[config.mk]
export PLATFORM = sky130hd
export DESIGN_NAME = seq_detect_param
export DESIGN_NICKNAME = d
export VERILOG_FILES = /design/src/rtl/seq_det_pkg.sv /design/src/rtl/seq_detect_param_sat_counter.sv /design/src/rtl/seq_detect_param.sv
export SDC_FILE = /design/constraint.sdc
export NUM_CORES = 1
export LEC_CHECK = 0
export ABC_AREA = 1
export BUFFER_PORTS_ARGS = -buffer_cell sky130_fd_sc_hd__buf_2
export CAP_MARGIN = 20
export CORE_UTILIZATION = 28
export CTS_CLUSTER_SIZE = 30
export DETAILED_ROUTE_END_ITERATION = 6
export PLACE_DENSITY_LB_ADDON = 0.08
export SLEW_MARGIN = 20
export SYNTH_ARGS = -nofsm -noshare
export SYNTH_HDL_FRONTEND = slang
export SYNTH_SLANG_ARGS = --single-unit
[constraint.sdc]
create_clock -name clk -period 1.8 [get_ports clk]
set_clock_uncertainty 0.15 [all_clocks]
set_input_delay 0.27 -clock clk [delete_from_list [all_inputs] [get_ports clk]]
set_output_delay 0.27 -clock clk [all_outputs]
set_load 0.005 [all_outputs]
[src/rtl/seq_det_pkg.sv]
// Shared encodings and helpers for the parametrised serial sequence detector.
package seq_det_pkg;

    typedef enum logic {
        ST_FILL  = 1'b0,
        ST_ARMED = 1'b1
    } det_state_e;

    localparam logic OVL_ON  = 1'b1;
    localparam logic OVL_OFF = 1'b0;

    // Width needed to hold a fill count of 0..w inclusive.
    function automatic int fill_w(input int w);
        return $clog2(w + 1);
    endfunction

endpackage

[src/rtl/seq_detect_param_sat_counter.sv]
// Saturating event counter with a sticky flag raised when the count reaches all-ones.
module sat_counter #(
    parameter int CNT_W = 8
) (
    input  logic             clk,
    input  logic             rst_n,
    input  logic             inc,
    input  logic             clr,
    output logic [CNT_W-1:0] cnt,
    output logic             sat
);

    localparam logic [CNT_W-1:0] CNT_MAX = '1;

    always_ff @(posedge clk or negedge rst_n) begin
        if (!rst_n) begin
            cnt <= '0;
            sat <= 1'b0;
        end else if (clr) begin
            cnt <= '0;
            sat <= 1'b0;
        end else if (inc && cnt != CNT_MAX) begin
            cnt <= cnt + CNT_W'(1);
            if (cnt == CNT_MAX - CNT_W'(1))
                sat <= 1'b1;
        end
    end

endmodule

[src/rtl/seq_detect_param.sv]
// Serial pattern detector: runtime-loadable pattern, overlap control, valid-qualified input,
// registered one-cycle match pulse and a saturating match counter.
module seq_detect_param
    import seq_det_pkg::*;
#(
    parameter int                   PATTERN_W   = 3,
    parameter logic [PATTERN_W-1:0] PATTERN_RST = 3'b101,
    parameter int                   CNT_W       = 8
) (
    input  logic                 clk,
    input  logic                 rst_n,
    input  logic                 clear,
    input  logic                 cfg_load,
    input  logic [PATTERN_W-1:0] cfg_pattern,
    input  logic                 overlap_en,
    input  logic                 din_valid,
    input  logic                 din,
    output logic                 match,
    output logic [CNT_W-1:0]     match_cnt,
    output logic                 cnt_sat,
    output logic [PATTERN_W-1:0] pattern
);

    localparam int             FW       = fill_w(PATTERN_W);
    localparam logic [FW-1:0]  FILL_MAX = FW'(PATTERN_W);
    localparam logic [FW-1:0]  FILL_ARM = FW'(PATTERN_W - 1);

    logic [PATTERN_W-1:0] hist;
    logic [PATTERN_W-1:0] shifted;
    logic [FW-1:0]        fill;
    det_state_e           state;
    logic                 consume;
    logic                 hit;

    // clear and cfg_load both drop the incoming bit, so it never reaches the window.
    assign consume = din_valid & ~clear & ~cfg_load;
    assign shifted = {hist[PATTERN_W-2:0], din};
    assign hit     = consume & (shifted == pattern) & (fill >= FILL_ARM);

    always_ff @(posedge clk or negedge rst_n) begin
        if (!rst_n) begin
            hist    <= '0;
            fill    <= '0;
            state   <= ST_FILL;
            match   <= 1'b0;
            pattern <= PATTERN_RST;
        end else begin
            match <= 1'b0;
            if (clear || cfg_load) begin
                hist  <= '0;
                fill  <= '0;
                state <= ST_FILL;
                if (cfg_load)
                    pattern <= cfg_pattern;
            end else if (consume) begin
                if (hit) begin
                    match <= 1'b1;
                    if (overlap_en == OVL_ON) begin
                        // Suffix of this match may seed the next one.
                        hist  <= shifted;
                        fill  <= FILL_MAX;
                        state <= ST_ARMED;
                    end else begin
                        hist  <= '0;
                        fill  <= '0;
                        state <= ST_FILL;
                    end
                end else begin
                    hist <= shifted;
                    if (state == ST_FILL) begin
                        fill  <= fill + FW'(1);
                        state <= (fill == FILL_ARM) ? ST_ARMED : ST_FILL;
                    end
                end
            end
        end
    end

    sat_counter #(
        .CNT_W (CNT_W)
    ) u_cnt (
        .clk   (clk),
        .rst_n (rst_n),
        .inc   (hit),
        .clr   (clear),
        .cnt   (match_cnt),
        .sat   (cnt_sat)
    );

endmodule

=== Yosys cells after proc, flatten, opt, wreduce, memory -nomap -nowiden ===
Index checks and enable logic that the tools add are counted.

* Flip-flop bits (word level): 18
* Input bits: 10
* Output and inout bits: 13
* Logic and storage cells: 52

* $add $sub $neg: 2
* $lt $le $gt $ge: 1
* Equal/unequal tests: 5
* Mux-type cells: 23
* Bitwise logic cells: 6
* Reductions and logical operators: 8

{| class="wikitable"
|+ Operators with widths
! kind !! count
|-
| 2-bit 2-to-1 mux || 9
|-
| 8-bit 2-to-1 mux || 2
|-
| 1-bit 2-to-1 mux || 12
|-
| 8-bit by 1-bit adder with 8-bit output (second input constant) || 1
|-
| 8-bit == test (second input constant) || 1
|-
| 8-bit != test (second input constant) || 1
|-
| 2-bit AND reduction || 3
|-
| 2-bit nonzero test || 3
|-
| 1-bit AND || 4
|-
| 3-bit == test || 1
|-
| 3-bit by 1-bit != test with 1-bit output (second input constant) || 1
|-
| 2-bit by 1-bit adder with 2-bit output (second input constant) || 1
|-
| 2-bit == test (second input constant) || 1
|-
| 2-bit greater-or-equal comparator (second input constant) || 1
|-
| 1-bit inverter || 2
|-
| 1-bit logical AND || 1
|-
| 1-bit logical OR || 1
|}

=== Longest topological paths before layout ===
Gate-level depths: netlist of the first run.

* Depth in word-level cells: 8
* Gate-level depth with buffers: 10
* Gate-level depth less buffers: 10

=== By module ===
Synthesis of the first run repeated with hierarchy kept, for this count alone.

* Cell total of the unflattened synthesis: 161
* Area total of the unflattened synthesis: 1122.3 µm²

{| class="wikitable"
|+ By module, submodules not included
! module !! times used !! cells an instance !! area each (µm²) !! sequential area each (µm²)
|-
| sat_counter || 1 || 79 || 564.3 || 225.2
|-
| seq_detect_param || 1 || 82 || 558.0 || 227.7
|}

=== Worst setup path after synthesis of the first run ===
No wires, ideal clock.

* Path kind: reg2reg
* From: register u_cnt.cnt[0]
* To: register u_cnt.cnt[1]
* Library setup time: 0.126 ns
* Arrival time: 1.276 ns
* Data required time: 1.524 ns
* Path slack: 0.248 ns
* Cell stages (with the launch flop): 9
* Buffers on the path: 1
* Period minus slack after synthesis: 1.552 ns
* Path through: dfrtp_1 > ha_1 > nand2_1 > nor2_4 > nand3_1 > nand3_2 > buf_6 > nand3_1 > o21ai_0

* Cells in the longest elaborated chain, start to end: 3
* Elaborated cells on any way between the ends: 6
* Classes of those cells: 1 x add/sub; 1 x eq/ne; 2 x mux; 2 x reduce/logical

{| class="wikitable"
|+ Ends and longest elaborated chain
! element !! line !! source
|-
| start, declared || seq_detect_param_sat_counter.sv:9 || <nowiki>output logic [CNT_W-1:0] cnt,</nowiki>
|-
| start signal, assigned || seq_detect_param_sat_counter.sv:23 || <nowiki>cnt <= cnt + CNT_W'(1);</nowiki>
|-
| 8-bit by 1-bit adder with 8-bit output / 8-bit != test (equally long branches) || seq_detect_param_sat_counter.sv:23, seq_detect_param_sat_counter.sv:22 ||
|-
| 8-bit 2-to-1 mux / 1-bit logical AND (equally long branches) || seq_detect_param_sat_counter.sv:22 || <nowiki>end else if (inc && cnt != CNT_MAX) begin</nowiki>
|-
| 8-bit 2-to-1 mux / 2-bit nonzero test (equally long branches) || n/a ||
|}

Parallel ways exist; a longest one is shown, timed or not. The select of a mux whose other input is x is not followed.
A chain may end at the register's enable or synchronous reset.

=== Worst setup path after layout of the first run ===
* From: register u_cnt.cnt[0]
* To: register u_cnt.cnt[4]

Same word-level chain as after synthesis.

==> flow_summary.ini, run 1 <==
[status]
status = complete, no violations

[cells_and_area]
area_delta_synth_final_pct = 27.4
final_common_cell = nand2_1
fillers = 373
antenna_cells = 0
fin_util = 0.387
final_cell_mix = nand2_1 (47), buf_2 (22), inv_1 (17)
layout.nets = 187
drive_gt1_frac = 0.254

[worst_setup_path]
critPathRequiredTime_ns = 1.80
worstPathArrival_ns = 1.63
ff2ff_path_depth = 8
worst-path-stages = 8
cp-end-kind = register
slowest_stage = dfrtp_1
path_cells = ha_1 -> nand2_1 -> nor2_4 -> nand3_1 -> nand3_4 -> nand2_2 -> nand2_1 -> nand2_1
crit_top_cell = nand2_1
worst-path-max-fanout = 13
worstSetupPathType = register to register
cp_top_family = simple AND/OR/NAND/NOR gates
crit_path_start_kind = register
worstPathBufferInverterCount = 0
max_stage_delay_ns = 0.35
rrSetupSlack_ns = 0.17

[detailed_routing]
drtPass1Iterations = 4
viasPerCell = 4.50
wl_per_cell_um = 11.3
ant_nets = 0
drc = 0
drtIter0Drc = 39
vias = 985
wirelength_um = 2480

[logic_synthesis]
syn_nets = 154
synthFlopType = dfrtp_1
synth-seq-area-share = 0.434
syn_avg_cell_area_um2 = 7.41
yosys.cell_types.count = 22
syn_area_um2 = 1040
ys_ff_latch = 18
synth_edf_count = 0
syn-instance-count = 141
yosysWarnings = 0
synthArstFlopShare = 1.00

[grt]
grt_use_met3 = 0.0163
grt_pass1_vias = 965
antenna_found_initial = 0
overflow = 0
grt_max_degree = 19
grt-busiest-layer = met2
grt_pass1_wl_um = 4240
grt_util_all_layers = 0.135
grtUsageMet1 = 0.181
use_met2 = 0.224

[pwr]
p_total_uw = 843
ir_worst_vdd_mv = 0.181
leakagePower_nw = 0.714
powerDensity_nw_per_um2 = 633

[placed_design]
globalplace.congestion = 0.757
pre_cts_ws_ns = 0.0716
io_buffers = 22
dpl.hpwl_um = 1850

[floorplan]
die_x_um = 63.1
io_pins = 23
row_count = 21
die-area_um2 = 3980
die_y_um = 63.1
start_util = 0.304
core-area_um2 = 3440

[sta]
rsz0062_at_grt = no
setup_ws_ns = 0.167
min_period_ns = 1.63
drv_slew = 0
finalSetupViolations = 0
final_hold_viol_count = 0
max_freq_mhz = 612
worst_pin_slew_ns = 0.433
slew-limit-headroom = 0.711
min_period_over_period = 0.907
setup_tns_ns = 0

[cts]
cts_root_buf = clkbuf_8
clk_latency_ns = 0.25
cts_num_sinks = 18
cts_buffer_depth = 2
clk_pin_slew_ns = 0.07
htreeDepth = 1
cts_tree = done
cts_made_buffers = 3

[worst_hold_path]
hold_depth = 3
worstHoldPathType = input pin to register

[job]
drv_cap = 0
logic make-up (layout without fill, tap and decap cells):
group	count (synthesis)	after routing	synth area share
adder cells (fa/ha/maj)	3	3	0.0359
buffers and inverters	19	51	0.0766
flip-flops	18	18	0.434
AND/OR/NAND/NOR	86	86	0.363
AO/OA/AOI/OAI	13	13	0.0742
XOR/XNOR	2	2	0.0168
registers in the layout, indices dropped and copies added, names as in the netlist:
name,flops
match,1
state,1
hist,2
u_cnt.sat,1
pattern,3
u_cnt.cnt,8
fill,2
layout make-up:
type	count	area, um2	area share
Clock buffer	4	55.1	0.0414
Tap cell	46	57.6	0.0432
Multi-Input combinational cell	104	529	0.398
Inverter	17	63.8	0.0479
Sequential cell	18	453	0.340
Timing Repair Buffer	30	173	0.130
cells in the mapped netlist (all sizes together) (2+ instances only):
library cell,count,share of area
a31o,2,0.017
buf,2,0.016
dfrtp,16,0.38
dfstp,2,0.050
ha,3,0.036
inv,17,0.061
nand2,50,0.18
nand3,16,0.081
nand4,3,0.018
nor2,13,0.054
nor3b,2,0.014
o21ai,7,0.034
o22ai,2,0.012
xor2,2,0.017
path summary, 6_finish.rpt:
check / endpoint / start
setup / recovery: u_cnt.cnt[4] / u_cnt.cnt[0]
hold / removal: pattern[1] / cfg_pattern[1]
setup reg to reg: u_cnt.cnt[4] / u_cnt.cnt[0]
hold reg to reg: u_cnt.sat / u_cnt.sat
max in group asynchronous: pattern[0] / rst_n
min in group asynchronous: u_cnt.cnt[7] / rst_n
per-layer routing:
| layer | up-vias | wire (um) |
|---|---|---|
| met2 | 11 | 1130 |
| met3 | 2 | 53 |
| met1 | 458 | 1280 |
| li1 | 514 | - |
| met4 | 0 | 20 |
| met5 | - | 0 |
tightest hold or removal path: cells and delay by family:
kind / cells / cell delay, ns
AOI/OAI and AO/OA: 1 / 0.06
buffers and inverters: 1 / 0.07
and+or+nand+nor: 1 / 0.04
stage by stage:
step                area [um2]  cells  hold WS [ns]
floorplan                 1040    141        -0.176
global placement          1230    212        0.0901
detailed placement        1230    212        0.0852
CTS                       1300    217        0.0732
global route              1330    219        0.0723
finish                    1330    219        0.0776
what timing repair did:
action | 4_1_cts | 5_1_grt
endpoints found under the setup margin | 0 | 8
hold endpoints to repair | 16 | 0
resized for setup | 0 | 4
setup buffers | 0 | 2
hold buffers | 1 | 0
power by group:
group | total, mW | switching (mW) | internal [mW]
Clock | 0.339 | 0.144 | 0.194
Sequential | 0.423 | 0.00719 | 0.416
Combinational | 0.0814 | 0.0517 | 0.0297
Total | 0.843 | 0.203 | 0.640
(Power assumes the default switching activity.)
==> run 2, diff against run 1 <==
Settings changed: BUFFER_PORTS_ARGS -buffer_cell sky130_fd_sc_hd__buf_2 to -buffer_cell sky130_fd_sc_hd__buf_4, CORE_MARGIN from default to 2.
==> flow_summary.ini, run 2 (synthesis results as in run 1) <==
[sta]
worst_pin_slew_ns = 0.429
max_freq_mhz = 601
hold_ws_ns = 0.0828
setup_tns_ns = 0
setup_ws_ns = 0.137
slew-limit-headroom = 0.713
rsz0062_at_grt = no
min_period_over_period = 0.924
min_period_ns = 1.66
finalSetupViolations = 0
final_hold_viol_count = 0
drv_slew = 0

[worst_setup_path]
worstPathArrival_ns = 1.67
worst-path-max-fanout = 7
critPathRequiredTime_ns = 1.80
worstSetupPathType = register to register
rrSetupSlack_ns = 0.14
cp-end-kind = register
crit_path_start_kind = register
ff2ff_path_depth = 10
reg2reg_to = u_cnt.cnt[7]
rr_startpoint = fill[0]

[cts]
cts_made_buffers = 3
cts_num_sinks = 18
clk_latency_ns = 0.26
clk_pin_slew_ns = 0.07
cts_buffer_depth = 2
cts_tree = done
htreeDepth = 1
cts_root_buf = clkbuf_8

[status]
status = complete, no violations

[worst_hold_path]
worstHoldPathType = input pin to register
hold-path-endpoint = pattern[2]
min-delay-start = cfg_pattern[2]
hold_depth = 3

[pwr]
ir_worst_vdd_mv = 0.168
p_seq_frac = 0.523
clockPowerShare = 0.366
power.share.combinational = 0.111
switching_power_uw = 198
intPower_uw = 612
powerDensity_nw_per_um2 = 581
p_sw_frac = 0.245
leakagePower_nw = 0.723
p_total_uw = 810

[cells_and_area]
layout.nets = 189
final_common_cell = nand2_1
area_delta_synth_final_pct = 33.4
reg_top3 = u_cnt.cnt x8, pattern x3
antenna_cells = 0
final_cell_mix = nand2_1 (49), buf_4 (30), inv_1 (17)
largest_reg_flops = 8
regMostFlops = u_cnt.cnt
drive_gt1_frac = 0.251

[grt]
grt_util_all_layers = 0.134
overflow = 0
grt_max_degree = 19
grt_pass1_wl_um = 4440
grt_pass1_vias = 1023
antenna_found_initial = 0

[floorplan]
core-area_um2 = 3630
start_util = 0.288
die_x_um = 65.1
die_y_um = 65.1
row_count = 22
die-area_um2 = 4240
io_pins = 23

[detailed_routing]
vias = 1011
drtIter0Drc = 48
drc = 0
wirelength_um = 2630
wl_per_cell_um = 11.8
ant_nets = 0
viasPerCell = 4.53
drtPass1Iterations = 4

[placed_design]
dpl.hpwl_um = 1950
io_buffers = 22
globalplace.congestion = 0.781
pre_cts_ws_ns = 0.0507

[job]
drv_cap = 0
-- run 2: changes by cell type in the layout (fill, tap and decap cells not counted) --
| cell | delta |
|---|---|
| nand2_2 | -2 |
| clkbuf_1 | +1 |
| clkbuf_8 | -1 |
| buf_2 | -22 |
| nand2_1 | +2 |
| nor2_2 | +1 |
| buf_4 | +23 |
| nand3_2 | +1 |
| nor2_1 | -1 |
-- run 2: metal layers --
metal,vias up,share of wire,track usage
met3,4,0.034,0.0278
li1,522,-,-
met1,470,0.47,0.168
met2,15,0.48,0.229
met5,-,0,0
met4,0,0.013,0.0469
-- run 2: worst max path at each step --
| stage | from | end | slack, ns | cells after the start |
|---|---|---|---|---|
| global placement | u_cnt.cnt[0] | u_cnt.cnt[3] | 0.1 | 8 |
| detailed placement | u_cnt.cnt[0] | u_cnt.cnt[3] | 0.05 | 8 |
| floorplan | u_cnt.cnt[0] | u_cnt.cnt[1] | 0.25 | 8 |
| finish | fill[0] | u_cnt.cnt[7] | 0.14 | 10 |
| global route | fill[0] | u_cnt.cnt[7] | 0.04 | 10 |
| CTS | u_cnt.cnt[0] | u_cnt.cnt[3] | 0.04 | 8 |
-- run 2: area by class of cell --
type	count	area [um2]
Clock buffer	4	45.0
Fill cell	415	2240
Inverter	17	63.8
Multi-Input combinational cell	105	537
Sequential cell	18	453
Tap cell	48	60.1
Timing Repair Buffer	31	235
-- run 2: power groups by stage --
| stage | combinational (mW) | clock (mW) | sequential, mW |
|---|---|---|---|
| 2_1_floorplan | 0.0392 | 0 | 0.431 |
| 3_3_place_gp | 0.0870 | 0 | 0.431 |
| 3_5_place_dp | 0.0875 | 0 | 0.432 |
| 4_1_cts | 0.0895 | 0.303 | 0.424 |
| 5_1_grt | 0.102 | 0.323 | 0.425 |
| 6_report | 0.0898 | 0.296 | 0.424 |
-- run 2: timing repair --
action | 4_1_cts | 5_1_grt
hold buffers | 1 | 0
gates resized for setup | 0 | 3
endpoints found under the hold margin | 18 | 0
buffers inserted | 0 | 1
endpoints found under the setup margin | 0 | 6
-- run 2: through the flow --
step	utilization	area, um2	std cells
2_1_floorplan	-	1040	141
3_3_place_gp	0.360	1310	216
3_5_place_dp	0.360	1310	216
4_1_cts	0.375	1360	221
5_1_grt	0.384	1390	223
6_report	0.384	1390	223
-- run 2: critical path: stages, from the launching register on --
cell and delay, ns:
dfrtp_1 0.39, inv_1 0.06, ha_1 0.16, nor2_1 0.06, inv_1 0.05, nand3_1 0.07, nor2_2 0.20, nand3_4 0.14
buf_4 0.16, nand3_1 0.05, nand2_1 0.05
==> run 3, diff against run 2 <==
Settings changed: RECOVER_POWER from default to 25.
==> flow_summary.ini, run 3 (synthesis results as in run 1) <==
[status]
status = complete, no violations

[cts]
clk_latency_ns = 0.26
clk_pin_slew_ns = 0.07
htreeDepth = 1
cts_num_sinks = 18
cts_tree = done
cts_root_buf = clkbuf_8
cts_made_buffers = 3
cts_buffer_depth = 2

[grt]
use_met2 = 0.229
grt_use_met3 = 0.0278
antenna_found_initial = 0
grt_pass1_vias = 1023
grt_pass1_wl_um = 4440
grt_max_degree = 19
grtUsageMet1 = 0.168
grt_util_all_layers = 0.134
overflow = 0
grt-busiest-layer = met2

[worst_hold_path]
worstHoldPathType = input pin to register

[pwr]
clockPowerShare = 0.366
powerDensity_nw_per_um2 = 582
ir_worst_vdd_mv = 0.168
leakagePower_nw = 0.719
switching_power_uw = 198
power.share.combinational = 0.110
p_sw_frac = 0.245
p_seq_frac = 0.524
p_total_uw = 809
intPower_uw = 611

[cells_and_area]
regMostFlops = u_cnt.cnt
final_cell_mix = nand2_1 (49), buf_4 (29), inv_1 (17)
area_delta_synth_final_pct = 33.1
fillers = 416
reg_top3 = u_cnt.cnt x8, pattern x3
stdcell_count = 223
final_common_cell = nand2_1
largest_reg_flops = 8
layout.nets = 189
antenna_cells = 0
fin_area_um2 = 1390
drive_gt1_frac = 0.246

[placed_design]
post_dp_cell_area_um2 = 1310
globalplace.congestion = 0.781
numPlacedInstances = 216
dpl.hpwl_um = 1950
io_buffers = 22

[sta]
min_period_ns = 1.66
rsz0062_at_grt = no
setup_tns_ns = 0
max_freq_mhz = 601
final_hold_viol_count = 0
min_period_over_period = 0.924
slew-limit-headroom = 0.289
finalSetupViolations = 0
worst_pin_slew_ns = 1.07
drv_slew = 0

[worst_setup_path]
path_cells = inv_1 -> ha_1 -> nor2_1 -> inv_1 -> nand3_1 -> nor2_2 -> nand3_4 -> buf_4 -> nand3_1 -> nand2_1
slowest_stage = dfrtp_1
worstSetupPathType = register to register
worstPathBufferInverterCount = 3
worst-path-max-fanout = 7
max_stage_delay_ns = 0.39
worstPathArrival_ns = 1.67
cp_top_family = simple AND/OR/NAND/NOR gates
cp-end-kind = register
critPathRequiredTime_ns = 1.80
crit_path_start_kind = register

[floorplan]
row_count = 22
die_y_um = 65.1
die-area_um2 = 4240
io_pins = 23
die_x_um = 65.1
start_util = 0.288
core-area_um2 = 3630

[detailed_routing]
vias = 1011
wl_per_cell_um = 11.8
wirelength_um = 2630
drc = 0
drtIter0Drc = 48
viasPerCell = 4.53
drtPass1Iterations = 4
ant_nets = 0

[job]
drv_cap = 0
[run 3: cell types whose count changed in the layout (fill, tap and decap cells not counted)]
| cell | before | now |
|---|---|---|
| buf_4 | 30 | 29 |
| clkbuf_1 | 1 | 2 |
[run 3: final timing paths]
kind | start | endpoint | slack (ns) | cells past startpoint
worst max-delay path | fill[0] | u_cnt.cnt[7] | 0.14 | 10
worst min-delay path | cfg_pattern[2] | pattern[2] | 0.08 | 3
worst max register to register | fill[0] | u_cnt.cnt[7] | 0.14 | 10
worst min register to register | u_cnt.sat | u_cnt.sat | 0.35 | 2
max in group asynchronous | rst_n | pattern[1] | 0.28 | 2
min in group asynchronous | rst_n | u_cnt.cnt[5] | 0.58 | 2
[run 3: worst min-delay path: cells and delay by family]
family / cells / cell delay [ns]
simple gates: 1 / 0.04
compound gates: 1 / 0.06
buf+inv: 1 / 0.08
[run 3: per-stage QoR]
step / util / setup slack (ns) / hold slack, ns
after floorplan: - / 0.248 / -0.176
after global placement: 0.360 / 0.0966 / 0.0130
after detailed placement: 0.360 / 0.0507 / 0.0136
after CTS: 0.375 / 0.0447 / 0.0853
after global routing: 0.383 / 0.0416 / 0.0939
final: 0.383 / 0.137 / 0.0828
[run 3: timing repair]
item                                    4_1_cts  5_1_grt
endpoints found under the setup margin        0        6
buffers inserted                              0        1
hold endpoints to repair                     18        0
resized for setup                             0        3
hold buffers                                  1        0
[run 3: final cells by class]
cell class	instances	area (um2)	area share
timing repair buffer	31	231	0.167
clock buffer	4	45.0	0.0324
inverter	17	63.8	0.0459
tap	48	60.1	0.0432
multi-input combinational	105	537	0.386
sequential	18	453	0.326
[run 3: power by group through the flow]
| stage | logic (mW) | registers, mW | clock network, mW |
|---|---|---|---|
| CTS | 0.0895 | 0.424 | 0.303 |
| global placement | 0.0870 | 0.431 | 0 |
| finish | 0.0887 | 0.424 | 0.296 |
| detailed placement | 0.0875 | 0.432 | 0 |
| floorplan | 0.0392 | 0.431 | 0 |
| global route | 0.100 | 0.425 | 0.323 |
[run 3: metal layers]
layer	vias to the layer above	wire, um
met2	15	1270
met1	470	1240
met3	4	90
li1	522	-
met4	0	33
met5	-	0
